$ cat config.mk
export PLATFORM = sky130hd
export DESIGN_NAME = formant_tvals_tx
export DESIGN_NICKNAME = d
export VERILOG_FILES = /design/src/rtl/phi_pkg.sv /design/src/rtl/segment_accumulator.sv /design/src/rtl/formant_tvals_tx.sv
export SDC_FILE = /design/constraint.sdc
export NUM_CORES = 2
export LEC_CHECK = 0
export CORE_UTILIZATION = 36
export CTS_CLUSTER_DIAMETER = 120
export CTS_CLUSTER_SIZE = 14
export DETAILED_ROUTE_END_ITERATION = 12
export PLACE_DENSITY = 0.49
export SLEW_MARGIN = 20
export SYNTH_ARGS = -nofsm -noshare
export SYNTH_HDL_FRONTEND = slang
export SYNTH_SLANG_ARGS = --single-unit
$ cat constraint.sdc
create_clock -name clk_in -period 5.45 [get_ports clk_in]
set_input_delay 1.09 -clock clk_in [delete_from_list [all_inputs] [get_ports clk_in]]
set_output_delay 1.09 -clock clk_in [all_outputs]
set_load 0.01 [all_outputs]
$ cat src/rtl/phi_pkg.sv
// Shared types and default sizing for the T-value producer and its solver-side peers.
package phi_pkg;

    localparam int BIT_WIDTH_D = 32;
    localparam int I_D         = 160;
    localparam int FORMANTS_D  = 5;
    localparam int NU_VALUES_D = 3;

    typedef enum logic [2:0] {
        TX_IDLE,
        TX_ACCUM,
        TX_START,
        TX_GAP,
        TX_BEAT,
        TX_HOLDOFF
    } tx_state_t;

    typedef logic signed [BIT_WIDTH_D-1:0] tval_t;
    typedef tval_t [NU_VALUES_D-1:0]       tvals_t;

endpackage

$ cat src/rtl/segment_accumulator.sv
// Running per-lag sums over one frame of bins, with snapshots taken at the
// segment-end bins and any uncaptured snapshots filled when the frame ends early.
module segment_accumulator
    import phi_pkg::*;
#(
    parameter  int BIT_WIDTH = BIT_WIDTH_D,
    parameter  int I         = I_D,
    parameter  int FORMANTS  = FORMANTS_D,
    parameter  int NU_VALUES = NU_VALUES_D,
    localparam int IDX_W     = $clog2(I)
) (
    input  logic                                         i_clk,
    input  logic                                         i_rst_n,
    input  logic                                         i_open,
    input  logic                                         i_bin_en,
    input  logic [FORMANTS-1:0][IDX_W-1:0]               i_seg_end,
    input  logic                                         i_bin_valid,
    input  logic [NU_VALUES-1:0][BIT_WIDTH-1:0]          i_bin_data,
    input  logic                                         i_bin_last,
    output logic                                         o_frame_end,
    output logic [FORMANTS-1:0][NU_VALUES-1:0][BIT_WIDTH-1:0] o_store
);

    localparam int K_W = $clog2(FORMANTS + 1);

    logic [FORMANTS-1:0][IDX_W-1:0]                    r_seg;
    logic [NU_VALUES-1:0][BIT_WIDTH-1:0]               r_acc;
    logic [IDX_W-1:0]                                  r_bin;
    logic [K_W-1:0]                                    r_k;
    logic [FORMANTS-1:0][NU_VALUES-1:0][BIT_WIDTH-1:0] r_store;

    logic [FORMANTS-1:0][IDX_W-1:0]      w_seg;
    logic [NU_VALUES-1:0][BIT_WIDTH-1:0] w_acc_base;
    logic [NU_VALUES-1:0][BIT_WIDTH-1:0] w_acc_next;
    logic [IDX_W-1:0]                    w_idx;
    logic [K_W-1:0]                      w_k;
    logic [K_W-1:0]                      w_k_next;
    logic [IDX_W-1:0]                    w_seg_cur;
    logic                                w_accept;
    logic                                w_hit;
    logic                                w_end;

    function automatic logic [BIT_WIDTH-1:0] add_wrap(
        input logic signed [BIT_WIDTH-1:0] a,
        input logic signed [BIT_WIDTH-1:0] b
    );
        return a + b;
    endfunction

    // A frame opened this cycle must see its own bin 0 against zeroed state.
    always_comb begin
        w_seg      = i_open ? i_seg_end : r_seg;
        w_acc_base = i_open ? '0 : r_acc;
        w_idx      = i_open ? '0 : r_bin;
        w_k        = i_open ? '0 : r_k;
        w_accept   = i_bin_en && i_bin_valid;
        for (int n = 0; n < NU_VALUES; n++) begin
            w_acc_next[n] = add_wrap(w_acc_base[n], i_bin_data[n]);
        end
        w_seg_cur = '0;
        for (int f = 0; f < FORMANTS; f++) begin
            if (w_k == K_W'(f)) begin
                w_seg_cur = w_seg[f];
            end
        end
        w_hit    = w_accept && (w_k < K_W'(FORMANTS)) && (w_idx == w_seg_cur);
        w_k_next = w_k + K_W'(w_hit);
        w_end    = w_accept && (i_bin_last || (w_idx == IDX_W'(I - 1)));
    end

    always_ff @(posedge i_clk or negedge i_rst_n) begin
        if (!i_rst_n) begin
            r_seg   <= '0;
            r_acc   <= '0;
            r_bin   <= '0;
            r_k     <= '0;
            r_store <= '0;
        end else begin
            if (i_open) begin
                r_seg <= i_seg_end;
            end
            if (w_accept) begin
                r_acc <= w_acc_next;
                r_bin <= w_idx + IDX_W'(1);
                r_k   <= w_k_next;
                for (int f = 0; f < FORMANTS; f++) begin
                    if ((w_hit && (w_k == K_W'(f))) || (w_end && (w_k_next <= K_W'(f)))) begin
                        r_store[f] <= w_acc_next;
                    end
                end
            end else if (i_open) begin
                r_acc <= '0;
                r_bin <= '0;
                r_k   <= '0;
            end
        end
    end

    assign o_frame_end = w_end;
    assign o_store     = r_store;

endmodule

$ cat src/rtl/formant_tvals_tx.sv
// Producer side of the T-value handshake: accumulates one frame of bins, then
// sends a start flare and FORMANTS paced beats of cumulative sums to the phi solver.
module formant_tvals_tx
    import phi_pkg::*;
#(
    parameter  int BIT_WIDTH      = BIT_WIDTH_D,
    parameter  int I              = I_D,
    parameter  int FORMANTS       = FORMANTS_D,
    parameter  int NU_VALUES      = NU_VALUES_D,
    parameter  int GAP_CYCLES     = 1,
    parameter  int HOLDOFF_CYCLES = 700,
    localparam int IDX_W          = $clog2(I)
) (
    input  logic                                clk_in,
    input  logic                                rst_in,
    input  logic                                frame_start_in,
    input  logic [FORMANTS-1:0][IDX_W-1:0]      seg_end_in,
    input  logic                                bin_valid_in,
    input  logic [NU_VALUES-1:0][BIT_WIDTH-1:0] bin_data_in,
    input  logic                                bin_last_in,
    output logic [NU_VALUES-1:0][BIT_WIDTH-1:0] T_vals,
    output logic                                output_start,
    output logic                                output_valid,
    output logic                                busy_out,
    output logic                                overrun_out
);

    localparam int BEAT_W  = $clog2(FORMANTS + 1);
    localparam int CNT_MAX = (GAP_CYCLES > HOLDOFF_CYCLES) ? GAP_CYCLES : HOLDOFF_CYCLES;
    localparam int CNT_W   = $clog2(CNT_MAX + 1);

    tx_state_t                           r_state;
    logic [CNT_W-1:0]                    r_cnt;
    logic [BEAT_W-1:0]                   r_beat;
    logic                                r_start;
    logic                                r_valid;
    logic                                r_busy;
    logic                                r_overrun;
    logic [NU_VALUES-1:0][BIT_WIDTH-1:0] r_tvals;

    logic                                              w_open;
    logic                                              w_bin_en;
    logic                                              w_frame_end;
    logic [FORMANTS-1:0][NU_VALUES-1:0][BIT_WIDTH-1:0] w_store;
    logic [NU_VALUES-1:0][BIT_WIDTH-1:0]               w_beat_tvals;

    assign w_open   = frame_start_in && ((r_state == TX_IDLE) || (r_state == TX_ACCUM));
    assign w_bin_en = w_open || (r_state == TX_ACCUM);

    segment_accumulator #(
        .BIT_WIDTH (BIT_WIDTH),
        .I         (I),
        .FORMANTS  (FORMANTS),
        .NU_VALUES (NU_VALUES)
    ) u_accum (
        .i_clk       (clk_in),
        .i_rst_n     (rst_in),
        .i_open      (w_open),
        .i_bin_en    (w_bin_en),
        .i_seg_end   (seg_end_in),
        .i_bin_valid (bin_valid_in),
        .i_bin_data  (bin_data_in),
        .i_bin_last  (bin_last_in),
        .o_frame_end (w_frame_end),
        .o_store     (w_store)
    );

    always_comb begin
        w_beat_tvals = '0;
        for (int f = 0; f < FORMANTS; f++) begin
            if (r_beat == BEAT_W'(f)) begin
                w_beat_tvals = w_store[f];
            end
        end
    end

    // Outputs are registered alongside the state they belong to, so the state
    // held during a cycle is exactly what the outputs show in that cycle.
    always_ff @(posedge clk_in or negedge rst_in) begin
        if (!rst_in) begin
            r_state   <= TX_IDLE;
            r_cnt     <= '0;
            r_beat    <= '0;
            r_start   <= 1'b0;
            r_valid   <= 1'b0;
            r_busy    <= 1'b0;
            r_overrun <= 1'b0;
            r_tvals   <= '0;
        end else begin
            r_start   <= 1'b0;
            r_valid   <= 1'b0;
            r_overrun <= frame_start_in && (r_state != TX_IDLE);
            unique case (r_state)
                TX_IDLE, TX_ACCUM: begin
                    if (w_frame_end) begin
                        r_state <= TX_START;
                        r_start <= 1'b1;
                        r_busy  <= 1'b1;
                    end else if (w_open) begin
                        r_state <= TX_ACCUM;
                        r_busy  <= 1'b1;
                    end
                end
                TX_START: begin
                    r_state <= TX_GAP;
                    r_cnt   <= CNT_W'(GAP_CYCLES - 1);
                    r_beat  <= '0;
                end
                TX_GAP: begin
                    if (r_cnt == '0) begin
                        r_state <= TX_BEAT;
                        r_valid <= 1'b1;
                        r_tvals <= w_beat_tvals;
                        r_beat  <= r_beat + BEAT_W'(1);
                    end else begin
                        r_cnt <= r_cnt - CNT_W'(1);
                    end
                end
                TX_BEAT: begin
                    if (r_beat == BEAT_W'(FORMANTS)) begin
                        if (HOLDOFF_CYCLES == 0) begin
                            r_state <= TX_IDLE;
                            r_busy  <= 1'b0;
                        end else begin
                            r_state <= TX_HOLDOFF;
                            r_cnt   <= CNT_W'(HOLDOFF_CYCLES - 1);
                        end
                    end else begin
                        r_state <= TX_GAP;
                        r_cnt   <= CNT_W'(GAP_CYCLES - 1);
                    end
                end
                TX_HOLDOFF: begin
                    if (r_cnt == '0) begin
                        r_state <= TX_IDLE;
                        r_busy  <= 1'b0;
                    end else begin
                        r_cnt <= r_cnt - CNT_W'(1);
                    end
                end
                default: begin
                    r_state <= TX_IDLE;
                    r_busy  <= 1'b0;
                end
            endcase
        end
    end

    assign T_vals       = r_tvals;
    assign output_start = r_start;
    assign output_valid = r_valid;
    assign busy_out     = r_busy;
    assign overrun_out  = r_overrun;

endmodule

==> results.sh <==
export IMPL_dieArea_um2=105300
export IMPL_ir_drop_v=0.0002632
export IMPL_slew_viol_final=0
export IMPL_diodes=0
export IMPL_synthArstFlopShare_pct=100.0
export IMPL_num_fill_cells=9855
export IMPL_core_rowCount=117
export IMPL_grt_overflow=0
export IMPL_firstDrtPassIters=5
export IMPL_path_max_fanout=18
export IMPL_crit_start="frame_start_in"
export IMPL_antenna_found_initial=0
export IMPL_place_ws_ns=-0.2685
export IMPL_htreeDepth=2
export IMPL_finalCritPeriodShare_pct=91.95
export IMPL_hold_viol=0
export IMPL_core_area_um2=102500
export IMPL_worst_path_largest_cell_delay_ns=0.56
export IMPL_cts_buffer_depth=3
export IMPL_path_class="input pin to flop"
export IMPL_synth_fp_nets=3661
export IMPL_maxSlewHeadroom_pct=30.92
export IMPL_path_clk_slew_ns=0.07
export IMPL_end_kind="flop"
export IMPL_numCtsBuffers=59
export IMPL_ys_ff_latch=743
export IMPL_gp_congestion=0.8254
export IMPL_vias_per_cell=5.336
export IMPL_synth_avg_cell_area_um2=10.97
export IMPL_layout_min_cycle_time_ns=5.011
export IMPL_p_leak_nw=19.42
export IMPL_syn_inst=3415
export IMPL_synth_area_um2=37450
export IMPL_cp_top_family="buffers and inverters"
export IMPL_skew_ns=0.02887
export IMPL_r2r_start="u_accum.r_k[1]"
export IMPL_num_vias=27207
export IMPL_num_io_pins=241
export IMPL_first_iter_violations=1539
export IMPL_grt_pass1_vias=27817
export IMPL_clock_sinks=743
export IMPL_io_buffers=240
export IMPL_tns_ns=0
export IMPL_die_h_um=324.6
export IMPL_required_ns=6.04
export IMPL_layout_common_cells="dfrtp_1 (743), nand2_1 (427), mux2_2 (423), o21ai_0 (297), clkdlybuf4s50_1 (239)"
export IMPL_die_w_um=324.6
export IMPL_critPathArrivalTime_ns=5.60
export IMPL_r2r_cells=16
export IMPL_ant_nets=0
export IMPL_max_freq_mhz=199.6
export IMPL_crit_path_start_kind="input pin"
export IMPL_final_common_cell="dfrtp_1"
export IMPL_status="complete, no violations"
export IMPL_cts_root_buffer_cell="clkbuf_16"
export IMPL_drive_above_1_share_pct=21.98
export IMPL_grt_pass1_wl_um=166200
export IMPL_clk_latency_ns=0.66
export IMPL_critical_path_buf_inv_count=5
export IMPL_post_cts_buffers=0
export IMPL_yosysUniqueCellTypes=74
export IMPL_drt_wl_total_um=104000
export IMPL_tritoncts="yes"
export IMPL_yosys_warnings=0
export IMPL_synth_ff_type="dfrtp_1"
export IMPL_p_per_area_nw_per_um2=579.1
export IMPL_hpwl_um=69050
export IMPL_setup_viol=0
export IMPL_start_util_pct=36.55
export IMPL_finalInstanceArea_um2=44440
export IMPL_crit_chain="clkdlybuf4s50_1 -> or3b_4 -> buf_4 -> buf_4 -> and2_1 -> ha_1 -> and4_1 -> and3_1 -> nand2_1 -> o221ai_1 -> a2111oi_1 -> buf_4 -> o311ai_0 -> a21oi_1 -> buf_4 -> xnor2_1 -> mux2_2"
export IMPL_yosysSeqAreaShare_pct=49.64
export IMPL_slowest_stage="clkdlybuf4s50_1"
export IMPL_path_common_cell="buf_4"
export IMPL_tightest_slew_ns=1.036
export IMPL_cts_hold_buffers=0
export IMPL_maxCapViolCount=0
export IMPL_cts_resized_gates=0
export IMPL_setup_ws_ns=0.4389
export IMPL_post_drt_wl_per_cell_um=20.40
export IMPL_grt_max_degree=98
export IMPL_drc_errors=0
export IMPL_grtUsageTotal_pct=19.78
export IMPL_whs_ns=0.4479
export IMPL_area_delta_synth_final_pct=18.66
export IMPL_placed_cell_area_um2=42870
export IMPL_synth_edf_count=0
export IMPL_nNetsFinal=3974
export IMPL_cp_depth=17
export IMPL_worstHoldPathType="input pin to async pin"
export IMPL_rsz0062_at_grt="no"
per-stage QoR:
stage / power, mW / utilization, % / instances
2_1_floorplan: 17.17 / - / 3415
3_3_place_gp: 21.81 / 41.84 / 5035
3_5_place_dp: 21.97 / 41.84 / 5035
4_1_cts: 26.10 / 43.37 / 5099
5_1_grt: 27.73 / 43.37 / 5099
6_report: 25.73 / 43.37 / 5099
worst reg2reg max path, cell delays in order, from the launching register on:
cell	delay, ns
dfrtp_1	0.56
nor3b_1	0.67
and2_4	0.26
buf_4	0.12
a221oi_2	0.08
buf_4	0.16
nor3b_2	0.14
a31oi_1	0.36
nor4_1	0.12
ha_1	0.22
ha_1	0.22
xor2_1	0.19
nand2_1	0.14
a21o_1	0.11
o31a_2	0.24
buf_12	0.34
mux2_2	0.43
cell usage after synthesis, drive strengths merged, types with 6 or more instances:
cell     count  share of area [%]
clkbuf     153                1.5
nor2       182                1.8
or3          9               0.15
mux2       528                 17
inv         54               0.54
o31a         6               0.14
a211oi      20               0.40
nand2b       9               0.15
a21o        25               0.50
o311ai     101                2.4
a31oi        6               0.10
a21oi       86                1.1
o21bai      12               0.24
o21ai      297                4.0
and2       101                1.7
o211ai      15               0.30
a2111oi      6               0.14
xnor2       58                1.4
buf         70                1.1
a22oi        7               0.14
nand4        9               0.15
o211a        8               0.21
a211o       11               0.26
nor4        14               0.25
nand3       30               0.40
ha         102                3.4
dfrtp      743                 50
o31ai        6               0.12
o22ai        9               0.15
nor3b        8               0.20
a221oi     106                2.5
nand2      429                4.3
xor2        33               0.77
nor2b       18               0.30
and3        17               0.28
a22o         8               0.19
nor3        28               0.37
o21a        22               0.44
or4          8               0.16
worst paths after layout:
check | end | slack [ns]
worst max-delay path | u_accum.o_store[223] | 0.44
worst min-delay path | u_accum.r_seg[20] | 0.45
worst max register to register | u_accum.o_store[235] | 0.97
worst min register to register | u_accum.o_store[417] | 0.48
max in group asynchronous | u_accum.r_acc[40] | 3.92
min in group clk_in | u_accum.o_store[417] | 0.48
cells by family after synthesis:
kind of cell	share of synthesized area, %
flip-flops	49.64
buffers and inverters	3.220
AND/OR/NAND/NOR	10.73
XOR/XNOR	2.128
adder cells (fa/ha/maj)	3.568
AO/OA/AOI/OAI	14.17
multiplexers	16.53
metal layers:
| metal | vias up | track usage (%) | routed length, um |
|---|---|---|---|
| met1 | 13702 | 28.20 | 50040 |
| met5 | - | 0 | 0 |
| met2 | 436 | 32.12 | 48030 |
| met4 | 0 | 4.850 | 2475 |
| met3 | 129 | 2.046 | 3478 |
| li1 | 12940 | - | - |
power by group:
part	switching (mW)	internal (mW)	total [mW]
combinational	6.37	5.90	12.3
sequential	1.28	8.18	9.46
clock	2.02	1.99	4.01
total	9.67	16.1	25.7
sequential cells by signal, summed over array words and instances, names as in the netlist:
register         cells
u_accum.o_store    480
output_start         1
T_vals              96
u_accum.r_bin        8
output_valid         1
busy_out             1
overrun_out          1
u_accum.r_k          3
u_accum.r_acc       96
r_beat               3
u_accum.r_seg       40
r_cnt               10
r_state              3
layout make-up:
cell class	count	area (um^2)	share of cell area [%]
flip-flops and latches	743	18590	41.84
multi-input cells	2395	17740	39.93
repair buffers	475	4622	10.40
well taps	1368	1712	3.851
clock buffers	60	1501	3.378
inverters	54	202.7	0.4561
clock inverters	4	66.31	0.1492
Power figures use the tool's default switching activity.
